`config.mk`:
```
export PLATFORM = sky130hd
export DESIGN_NAME = pc_fetch_ctrl
export DESIGN_NICKNAME = d
export VERILOG_FILES = /design/src/rtl/pc_fetch_ctrl.sv
export SDC_FILE = /design/constraint.sdc
export NUM_CORES = 1
export LEC_CHECK = 0
export CAP_MARGIN = 20
export CORE_AREA = 10 10 53 55
export DETAILED_ROUTE_END_ITERATION = 8
export DIE_AREA = 0 0 63 65
export PLACE_DENSITY = 0.73
export RECOVER_POWER = 50
export SLEW_MARGIN = 20
export SYNTH_ARGS = -nofsm -noshare
export SYNTH_HDL_FRONTEND = slang
export SYNTH_SLANG_ARGS = --single-unit
export TNS_END_PERCENT = 50
```
`constraint.sdc`:
```
create_clock -name clk -period 4.5 [get_ports clk]
set_clock_uncertainty 0.2 [all_clocks]
set_input_delay 0.45 -clock clk [delete_from_list [all_inputs] [get_ports clk]]
set_output_delay 0.45 -clock clk [all_outputs]
set_load 0.03 [all_outputs]
```
`src/rtl/pc_fetch_ctrl.sv`:
```
// Program-counter / fetch sequencer for a registered-output instruction memory.
// Handles sequential fetch, branch redirect, single-level vectored interrupts
// with a saved return address, and return-from-interrupt. All outputs are
// registered; nothing combinational reaches an output from an input.
module pc_fetch_ctrl #(
   parameter int PC_W     = 4,
   parameter int NUM_IRQ  = 4,
   parameter int VEC_BASE = 12,
   parameter int RESET_PC = 0
) (
   input  logic               clk,
   input  logic               reset,
   input  logic               stall,
   input  logic               branch_en,
   input  logic [PC_W-1:0]    branch_addr,
   input  logic               reti,
   input  logic               irq_en,
   input  logic [NUM_IRQ-1:0] irq_req,
   output logic [PC_W-1:0]    pc,
   output logic [NUM_IRQ-1:0] irq_ack,
   output logic               in_isr,
   output logic [PC_W-1:0]    saved_pc,
   output logic               redirect
);

   localparam int IDX_W = (NUM_IRQ > 1) ? $clog2(NUM_IRQ) : 1;

   typedef enum logic {RUN = 1'b0, ISR = 1'b1} state_t;

   state_t             state_q, state_d;
   logic [PC_W-1:0]    pc_q, pc_d;
   logic [PC_W-1:0]    saved_q, saved_d;
   logic [NUM_IRQ-1:0] ack_q, ack_d;
   logic               red_q, red_d;

   logic               irq_any;
   logic [IDX_W-1:0]   irq_idx;
   logic [PC_W-1:0]    pc_inc;
   logic [PC_W-1:0]    vec_addr;

   // Lowest-index pending request wins; scan downward so the last hit is the smallest index.
   always_comb begin
      irq_any = |irq_req;
      irq_idx = '0;
      for (int i = NUM_IRQ - 1; i >= 0; i--) begin
         if (irq_req[i]) irq_idx = IDX_W'(i);
      end
   end

   // Address arithmetic wraps naturally at PC_W bits.
   assign pc_inc   = pc_q + PC_W'(1);
   assign vec_addr = PC_W'(VEC_BASE) + PC_W'(irq_idx);

   // State and datapath registers; reset mid-ISR drops the saved return address.
   always_ff @(posedge clk) begin
      if (reset) begin
         state_q <= RUN;
         pc_q    <= PC_W'(RESET_PC);
         saved_q <= '0;
         ack_q   <= '0;
         red_q   <= 1'b0;
      end else begin
         state_q <= state_d;
         pc_q    <= pc_d;
         saved_q <= saved_d;
         ack_q   <= ack_d;
         red_q   <= red_d;
      end
   end

   // Next-state: irq entry > reti (ISR only) > branch > increment; stall freezes everything.
   always_comb begin
      state_d = state_q;
      pc_d    = pc_q;
      saved_d = saved_q;
      ack_d   = '0;
      red_d   = 1'b0;
      if (!stall) begin
         if (state_q == RUN && irq_en && irq_any) begin
            // Return to where the interrupted instruction would have gone.
            saved_d = branch_en ? branch_addr : pc_inc;
            pc_d    = vec_addr;
            ack_d   = NUM_IRQ'(1) << irq_idx;
            red_d   = 1'b1;
            state_d = ISR;
         end else if (state_q == ISR && reti) begin
            pc_d    = saved_q;
            red_d   = 1'b1;
            state_d = RUN;
         end else if (branch_en) begin
            // Redirect even if the target happens to equal pc+1.
            pc_d    = branch_addr;
            red_d   = 1'b1;
         end else begin
            pc_d    = pc_inc;
         end
      end
   end

   // Outputs straight from registers.
   always_comb begin
      pc       = pc_q;
      saved_pc = saved_q;
      irq_ack  = ack_q;
      redirect = red_q;
      in_isr   = (state_q == ISR);
   end

endmodule

```
==> results.py, run 1 <==
metrics = {
    "logic_synthesis": {
        "synth_top_cell_by_area": "dfxtp_1",
        "synth_area_leaders": "dfxtp_1 40%, nor2_1 6.9%, a211oi_2 3.6%",
        "syn-num-nets": 95,
        "yosysTopAreaCellShare_pct": 39.8,
        "netlist_area_um2": 704,
        "synth.avg_cell_area_um2": 8.81,
        "syn_inst": 80,
        "yosysWarnings": 0,
        "ys_ff_latch": 14,
        "yosysSeqAreaShare_pct": 39.8,
        "yosysUniqueCellTypes": 31,
    },
    "floorplanning": {
        "io_pins": 28,
        "die_w_um": 63,
        "dieArea_um2": 4100,
        "dieHeight_um": 65,
        "placementRows": 16,
        "core_um2": 1860,
        "initial_core_util_pct": 37.8,
    },
    "grt": {
        "grt_pass1_wl_um": 2940,
        "grt_pass1_vias": 672,
        "antenna_found_initial": 0,
        "grt_max_degree": 11,
        "overflow": 0,
        "grt.total_usage_pct": 8.78,
    },
    "worst_setup_path": {
        "worst-path-stages": 5,
        "slowest_stage": "nor4_1",
        "crit_type": "in2reg",
        "r2r_cells": 5,
        "setup.worst_path.start_class": "input pin",
        "critPathCaptureType": "flip-flop",
        "timing.critical_path.buf_inv": 1,
        "crit_family": "simple AND/OR/NAND/NOR gates",
        "arrival_ns": 2.52,
        "cp_max_fo": 5,
        "cp_data_required_time_ns": 4.53,
        "max_stage_delay_ns": 0.87,
        "worstPathCellList": "dlygate4sd3_1 > nor4_1 > nor2_1 > a211oi_1 > o31a_1",
    },
    "place": {
        "globalplace.congestion": 0.799,
        "pre_cts_ws_ns": 2.30,
        "port_buffers": 27,
        "dpl.hpwl_um": 1430,
    },
    "clock_tree": {
        "root_buffer": "clkbuf_4",
        "cts.sinks": 14,
        "clockBufferDepth": 2,
        "cts_resized": 0,
        "cts_tree": "done",
        "post_cts_buffers": 0,
        "cts_buffers": 3,
        "hold_buffers": 0,
        "htreeDepth": 1,
        "clk_latency_ns": 0.28,
        "cts.clk_slew.worst_paths_ns": 0.08,
    },
    "finish": {
        "n_fill_cell": 170,
        "drive_above_1_share_pct": 7.41,
        "diodes": 0,
        "final_common_cell": "clkdlybuf4s50_1",
        "final_nets": 124,
        "final_cell_mix": "19 x clkdlybuf4s50_1, 14 x dfxtp_1, 13 x nor2_1, 8 x dlygate4sd3_1, 5 x nand2_1",
        "syn2layout_area_growth_pct": 43.3,
    },
    "detailed_routing": {
        "viasPerCell": 4.88,
        "num_vias": 659,
        "drc": 0,
        "wirelength_um": 1810,
        "dr.first_iter.drc_count": 15,
        "avgRoutedWirePerCell_um": 13.4,
        "drt_pass1_iterations": 4,
        "ant_nets": 0,
    },
    "pwr": {
        "power.share.combinational_pct": 24.6,
        "leakagePower_uw": 0.000399,
        "switchingPower_uw": 85.7,
        "ir_drop_mv": 0.213,
        "clkPwrFrac_pct": 29.9,
        "internal_power_uw": 214,
        "switching_share_pct": 28.6,
        "powerDensity_nw_per_um2": 297,
        "seqPwrFrac_pct": 45.6,
    },
    "sta": {
        "rsz0062_at_grt": "no",
        "fmax_mhz": 401,
        "tns_ns": 0,
        "fin_crit_sh_pct": 55.4,
        "hold_viol_final": 0,
        "setup_viol": 0,
        "fin_ws_ns": 2.01,
        "slew_violations": 0,
        "tightest_slew_ns": 1.06,
        "max_slew_margin_pct": 28.9,
        "period_minus_slack_ns": 2.49,
    },
    "hold_path": {
        "min_path_type": "reg2reg",
        "holdPathStages": 2,
    },
    "job": {
        "cap_violations": 0,
    },
    "status": {
        "status": "finished clean",
    },
}
==> cells by family after synthesis <==
logic type	share of synthesized area, %
simple gates	27.4
xor+xnor	2.49
mux	2.84
fa+ha+maj	1.78
buf+inv	4.44
compound gates	21.3
flops	39.8
==> power groups by stage <==
stage,registers [uW],clock network (uW),logic (uW)
global route,138,98.5,79.8
finish,137,89.7,73.6
floorplan,153,0,30.4
global placement,140,0,75.6
CTS,137,92.4,76.2
detailed placement,140,0,75.5
==> worst min-delay path: stages (launching register included) <==
cell     delay [ns]
dfxtp_1        0.33
nand2_1        0.06
a31oi_1        0.07
==> cells in the mapped netlist <==
library cell and instances:
dfxtp_1 14, nor2_1 13, nand2_1 5, a21oi_1 4, o21ai_0 4, inv_1 3
nand2b_1 3, a211oi_1 2, a211oi_2 2, and3_1 2, mux2i_1 2, nand3_1 2
nor2b_1 2, o211ai_1 2, o21bai_1 2, o31a_1 2, xnor2_1 2, a21boi_0 1
a221oi_1 1, a31oi_1 1, and2_1 1, and4b_1 1, buf_2 1, buf_6 1
clkbuf_1 1, ha_1 1, nor2_4 1, nor3_1 1, nor4_1 1, nor4_4 1
or3b_4 1
==> final timing paths <==
kind	startpoint	endpoint	slack (ns)
worst min register to register	saved_pc[3]	pc[3]	0.30
worst min-delay path	saved_pc[3]	pc[3]	0.30
worst max register to register	pc[0]	pc[1]	2.87
worst max-delay path	irq_req[0]	pc[0]	2.01
==> metrics by stage <==
stage	power, uW	utilization [%]	hold WS (ns)	area (um^2)	cells
finish	300	54.2	0.304	1010	135
global route	316	54.2	0.321	1010	135
CTS	305	55.0	0.302	1020	135
detailed placement	215	53.1	0.290	988	131
global placement	215	53.1	0.288	988	131
floorplan	183	-	0.396	704	80
==> flip-flops by register name, summed over array words and instances, names as in the netlist <==
signal,cells
in_isr,1
irq_ack,4
pc,4
redirect,1
saved_pc,4
==> area by class of cell <==
type / count / area [um^2] / share of cell area, %
sequential: 14 / 280 / 27.8
timing repair buffer: 27 / 270 / 26.8
inverter: 3 / 11.3 / 1.12
multi-input combinational: 60 / 378 / 37.4
clock buffer: 4 / 36.3 / 3.59
tap: 27 / 33.8 / 3.35
==> routing by layer <==
metal,routed length [um],GRT usage [%],vias up
met5,0,0,-
met4,42,5.87,0
met3,131,2.92,4
met2,881,15.1,27
met1,756,8.95,289
li1,-,-,339
(Power assumes the default switching activity.)
==> inputs of run 2 (changes only) <==
==> constraint.sdc (replaced) <==
create_clock -name clk -period 2.43 [get_ports clk]
set_clock_uncertainty 0.2 [all_clocks]
set_input_delay 0.243 -clock clk [delete_from_list [all_inputs] [get_ports clk]]
set_output_delay 0.243 -clock clk [all_outputs]
set_load 0.03 [all_outputs]
==> results.py, run 2 (same netlist as run 1, synthesis figures left out) <==
metrics = {
    "clock_tree": {
        "root_buffer": "clkbuf_4",
        "cts_tree": "done",
        "clk_latency_ns": 0.28,
        "htreeDepth": 1,
        "cts.clk_slew.worst_paths_ns": 0.08,
        "cts_buffers": 3,
        "cts.sinks": 14,
        "cts_resized": 0,
        "post_cts_buffers": 0,
        "hold_buffers": 0,
        "clockBufferDepth": 2,
    },
    "sta": {
        "tightest_slew_ns": 0.494,
        "tns_ns": 0,
        "max_slew_margin_pct": 66.7,
        "hold_viol_final": 0,
        "fmax_mhz": 530,
        "setup_viol": 0,
        "fin_ws_ns": 0.542,
        "rsz0062_at_grt": "no",
        "slew_violations": 0,
        "period_minus_slack_ns": 1.89,
        "fin_crit_sh_pct": 77.7,
    },
    "pwr": {
        "internal_power_uw": 397,
        "switchingPower_uw": 160,
        "switching_share_pct": 28.8,
        "ir_drop_mv": 0.394,
        "powerDensity_nw_per_um2": 544,
        "power.share.combinational_pct": 24.8,
        "leakagePower_uw": 0.000401,
        "clkPwrFrac_pct": 29.9,
        "seqPwrFrac_pct": 45.4,
    },
    "place": {
        "place_area_um2": 988,
        "dpl.hpwl_um": 1430,
        "pre_cts_ws_ns": 0.441,
        "dp_cells": 131,
        "port_buffers": 27,
        "globalplace.congestion": 0.799,
    },
    "grt": {
        "grt_pass1_wl_um": 2940,
        "grt_max_degree": 11,
        "antenna_found_initial": 0,
        "grt.total_usage_pct": 8.78,
        "grt_pass1_vias": 672,
        "overflow": 0,
    },
    "worst_setup_path": {
        "cp_data_required_time_ns": 1.99,
        "crit_type": "reg2out",
        "max_stage_delay_ns": 0.72,
        "crit_family": "buffers and inverters",
        "slowest_stage": "clkdlybuf4s50_1",
        "cp_max_fo": 8,
        "timing.critical_path.buf_inv": 1,
        "arrival_ns": 1.45,
        "worstPathCellList": "clkdlybuf4s50_1",
        "critPathCaptureType": "output port",
        "setup.worst_path.start_class": "flip-flop",
    },
    "floorplanning": {
        "core_um2": 1860,
        "io_pins": 28,
        "dieHeight_um": 65,
        "die_w_um": 63,
        "dieArea_um2": 4100,
        "placementRows": 16,
        "initial_core_util_pct": 37.8,
    },
    "job": {
        "cap_violations": 0,
    },
    "finish": {
        "diodes": 0,
        "final_common_cell": "clkdlybuf4s50_1",
        "final_nets": 124,
        "syn2layout_area_growth_pct": 45.5,
        "final_cell_mix": "19 x clkdlybuf4s50_1, 14 x dfxtp_1, 13 x nor2_1, 8 x dlygate4sd3_1, 5 x nand2_1",
        "stdcell_count": 135,
        "drive_above_1_share_pct": 8.33,
        "fin_area_um2": 1020,
    },
    "detailed_routing": {
        "avgRoutedWirePerCell_um": 13.1,
        "wirelength_um": 1770,
        "num_vias": 684,
        "ant_nets": 0,
        "drt_pass1_iterations": 7,
        "viasPerCell": 5.07,
        "dr.first_iter.drc_count": 17,
        "drc": 0,
    },
    "hold_path": {
        "min_path_type": "reg2reg",
    },
    "status": {
        "status": "finished clean",
    },
}
==> run 2: cell types whose count changed in the layout (fill, tap and decap cells not counted) <==
cell | before | now
nor4_4 | 0 | 1
nor4_1 | 2 | 1
==> run 2: worst min-delay path: stages, from the launching register on <==
cell,delay (ns)
dfxtp_1,0.33
nand2_1,0.06
a31oi_1,0.07
==> run 2: layer usage <==
layer	global-route usage, %	routed length [um]
met1	8.95	707
met2	15.1	888
met3	2.92	129
met5	0	0
met4	5.87	41
==> run 2: final timing paths <==
| path | startpoint | to | slack (ns) | cells past startpoint |
|---|---|---|---|---|
| max | in_isr | in_isr | 0.54 | 1 |
| min | saved_pc[3] | pc[3] | 0.30 | 2 |
| max reg2reg | pc[0] | pc[1] | 0.81 | 5 |
| min reg2reg | saved_pc[3] | pc[3] | 0.30 | 2 |
==> run 2: metrics by stage <==
stage / hold WS [ns] / total power (uW) / utilization [%]
after floorplan: 0.189 / 339 / -
after global placement: 0.288 / 398 / 53.1
after detailed placement: 0.290 / 399 / 53.1
after CTS: 0.302 / 566 / 55.0
after global routing: 0.321 / 588 / 55.0
final: 0.304 / 558 / 55.0
==> run 2: power groups by stage <==
| stage | combinational (uW) | sequential [uW] | clock, uW |
|---|---|---|---|
| 2_1_floorplan | 56.2 | 282 | 0 |
| 3_3_place_gp | 140 | 259 | 0 |
| 3_5_place_dp | 140 | 259 | 0 |
| 4_1_cts | 141 | 253 | 171 |
| 5_1_grt | 150 | 255 | 182 |
| 6_report | 138 | 253 | 167 |
==> run 2: cell type report <==
type | instances | area [um^2]
Clock buffer | 4 | 36.3
Fill cell | 168 | 837
Inverter | 3 | 11.3
Multi-Input combinational cell | 60 | 393
Sequential cell | 14 | 280
Tap cell | 27 | 33.8
Timing Repair Buffer | 27 | 270
==> inputs of run 3 (changes only) <==
==> constraint.sdc (replaced) <==
create_clock -name clk -period 1.8 [get_ports clk]
set_clock_uncertainty 0.2 [all_clocks]
set_input_delay 0.18 -clock clk [delete_from_list [all_inputs] [get_ports clk]]
set_output_delay 0.18 -clock clk [all_outputs]
set_load 0.03 [all_outputs]
==> results.py, run 3 (same netlist as run 1, synthesis figures left out) <==
metrics = {
    "status": {
        "status": "finished clean",
    },
    "detailed_routing": {
        "avgRoutedWirePerCell_um": 12.7,
        "viasPerCell": 4.90,
        "drc": 0,
        "dr.first_iter.drc_count": 10,
        "num_vias": 696,
        "ant_nets": 0,
        "wirelength_um": 1810,
        "drt_pass1_iterations": 4,
    },
    "place": {
        "dpl.hpwl_um": 1530,
        "globalplace.congestion": 0.847,
        "pre_cts_ws_ns": -0.0144,
        "dp_cells": 139,
        "port_buffers": 27,
    },
    "clock_tree": {
        "hold_buffers": 0,
        "clk_latency_ns": 0.27,
        "cts_buffers": 3,
        "clockBufferDepth": 2,
        "post_cts_buffers": 0,
        "cts.clk_slew.worst_paths_ns": 0.08,
        "htreeDepth": 1,
        "root_buffer": "clkbuf_4",
        "cts_tree": "done",
        "cts.sinks": 14,
    },
    "finish": {
        "final_common_cell": "clkdlybuf4s50_1",
        "final_cell_mix": "24 x clkdlybuf4s50_1, 14 x dfxtp_1, 13 x nor2_1, 5 x nand2_1, 5 x buf_4",
        "diodes": 0,
        "syn2layout_area_growth_pct": 48.0,
        "stdcell_count": 142,
        "final_nets": 132,
        "drive_above_1_share_pct": 10.4,
        "seq_area_um2": 280,
        "n_fill_cell": 185,
        "fin_util_pct": 56.0,
        "multi_input_area_um2": 378,
    },
    "floorplanning": {
        "placementRows": 16,
        "dieHeight_um": 65,
        "die_w_um": 63,
        "dieArea_um2": 4100,
        "initial_core_util_pct": 37.8,
        "core_um2": 1860,
        "io_pins": 28,
    },
    "grt": {
        "grt_pass1_wl_um": 2990,
        "grt_pass1_vias": 657,
        "overflow": 0,
        "grt.total_usage_pct": 8.74,
        "antenna_found_initial": 0,
        "grt_max_degree": 9,
    },
    "worst_setup_path": {
        "cp_max_fo": 4,
        "crit_family": "buffers and inverters",
        "worstPathCellList": "clkdlybuf4s50_1",
        "setup.worst_path.start_class": "flip-flop",
        "slowest_stage": "clkdlybuf4s50_1",
        "r2r_cells": 5,
        "r2r_start": "pc[1]",
        "rrSetupSlack_ns": 0.21,
        "arrival_ns": 1.36,
        "worst_r2r_endpoint": "pc[2]",
        "timing.critical_path.buf_inv": 1,
        "cp_data_required_time_ns": 1.42,
        "max_stage_delay_ns": 0.69,
        "crit_type": "reg2out",
        "critPathCaptureType": "output port",
    },
    "sta": {
        "hold_viol_final": 0,
        "max_slew_margin_pct": 70.5,
        "fin_crit_sh_pct": 96.6,
        "rsz0062_at_grt": "no",
        "period_minus_slack_ns": 1.74,
        "tightest_slew_ns": 0.439,
        "fmax_mhz": 575,
        "setup_viol": 0,
        "fin_ws_ns": 0.0619,
        "slew_violations": 0,
        "tns_ns": 0,
    },
    "job": {
        "cap_violations": 0,
    },
    "pwr": {
        "powerDensity_nw_per_um2": 681,
        "leakagePower_uw": 0.000410,
        "ir_drop_mv": 0.419,
    },
    "hold_path": {
        "holdPathEnd": "saved_pc[2]",
        "min_path_type": "reg2reg",
        "holdPathStages": 2,
        "holdCritStartpoint": "saved_pc[2]",
    },
}
-- run 3: cell count changes in the layout (fill, tap and decap cells not counted) --
| cell | delta |
|---|---|
| nor4_4 | -1 |
| clkdlybuf4s50_1 | +5 |
| nor4_1 | +1 |
| dlygate4sd2_1 | +2 |
| clkbuf_1 | +3 |
| clkbuf_8 | -1 |
| dlygate4sd3_1 | -7 |
| buf_4 | +5 |
-- run 3: final cells by class --
| cell class | instances | area share [%] |
|---|---|---|
| Sequential cell | 14 | 26.9 |
| Tap cell | 27 | 3.24 |
| Multi-Input combinational cell | 60 | 36.3 |
| Inverter | 3 | 1.08 |
| Timing Repair Buffer | 35 | 30.4 |
| Clock buffer | 3 | 2.16 |
-- run 3: how the worst max path moves through the flow --
| stage | end | from | cells past startpoint |
|---|---|---|---|
| after floorplan | pc[1] | pc[0] | 5 |
| after global placement | saved_pc[1] | irq_en | 5 |
| after detailed placement | saved_pc[1] | irq_en | 5 |
| after CTS | pc[1] | pc[1] | 1 |
| after global routing | pc[2] | pc[2] | 1 |
| final | pc[2] | pc[2] | 1 |
-- run 3: power breakdown --
| group | switching, uW | internal, uW | total [uW] |
|---|---|---|---|
| Clock | 93.0 | 77.5 | 170 |
| Combinational | 103 | 96.0 | 199 |
| Sequential | 14.0 | 327 | 341 |
| Total | 210 | 500 | 710 |
-- run 3: timing repair --
| item | in CTS | in global routing |
|---|---|---|
| gates resized for setup | 2 | 0 |
| endpoints found under the hold margin | 0 | 0 |
| endpoints found under the setup margin | 2 | 0 |
-- run 3: per-stage QoR --
stage / hold slack (ns) / area, um^2 / total power, uW
2_1_floorplan: 0.126 / 704 / 457
3_5_place_dp: 0.296 / 1050 / 557
3_3_place_gp: 0.303 / 1050 / 555
6_report: 0.303 / 1040 / 710
4_1_cts: 0.307 / 1070 / 725
5_1_grt: 0.340 / 1040 / 745
-- run 3: routing by layer --
layer | wire length (um) | vias to the layer above | GRT usage [%] | part of all wire, %
li1 | - | 356 | - | -
met1 | 766 | 309 | 9.31 | 42
met2 | 871 | 24 | 14.5 | 48
met3 | 129 | 7 | 3.26 | 7.1
met4 | 38 | 0 | 5.31 | 2.1
met5 | 0 | - | 0 | 0
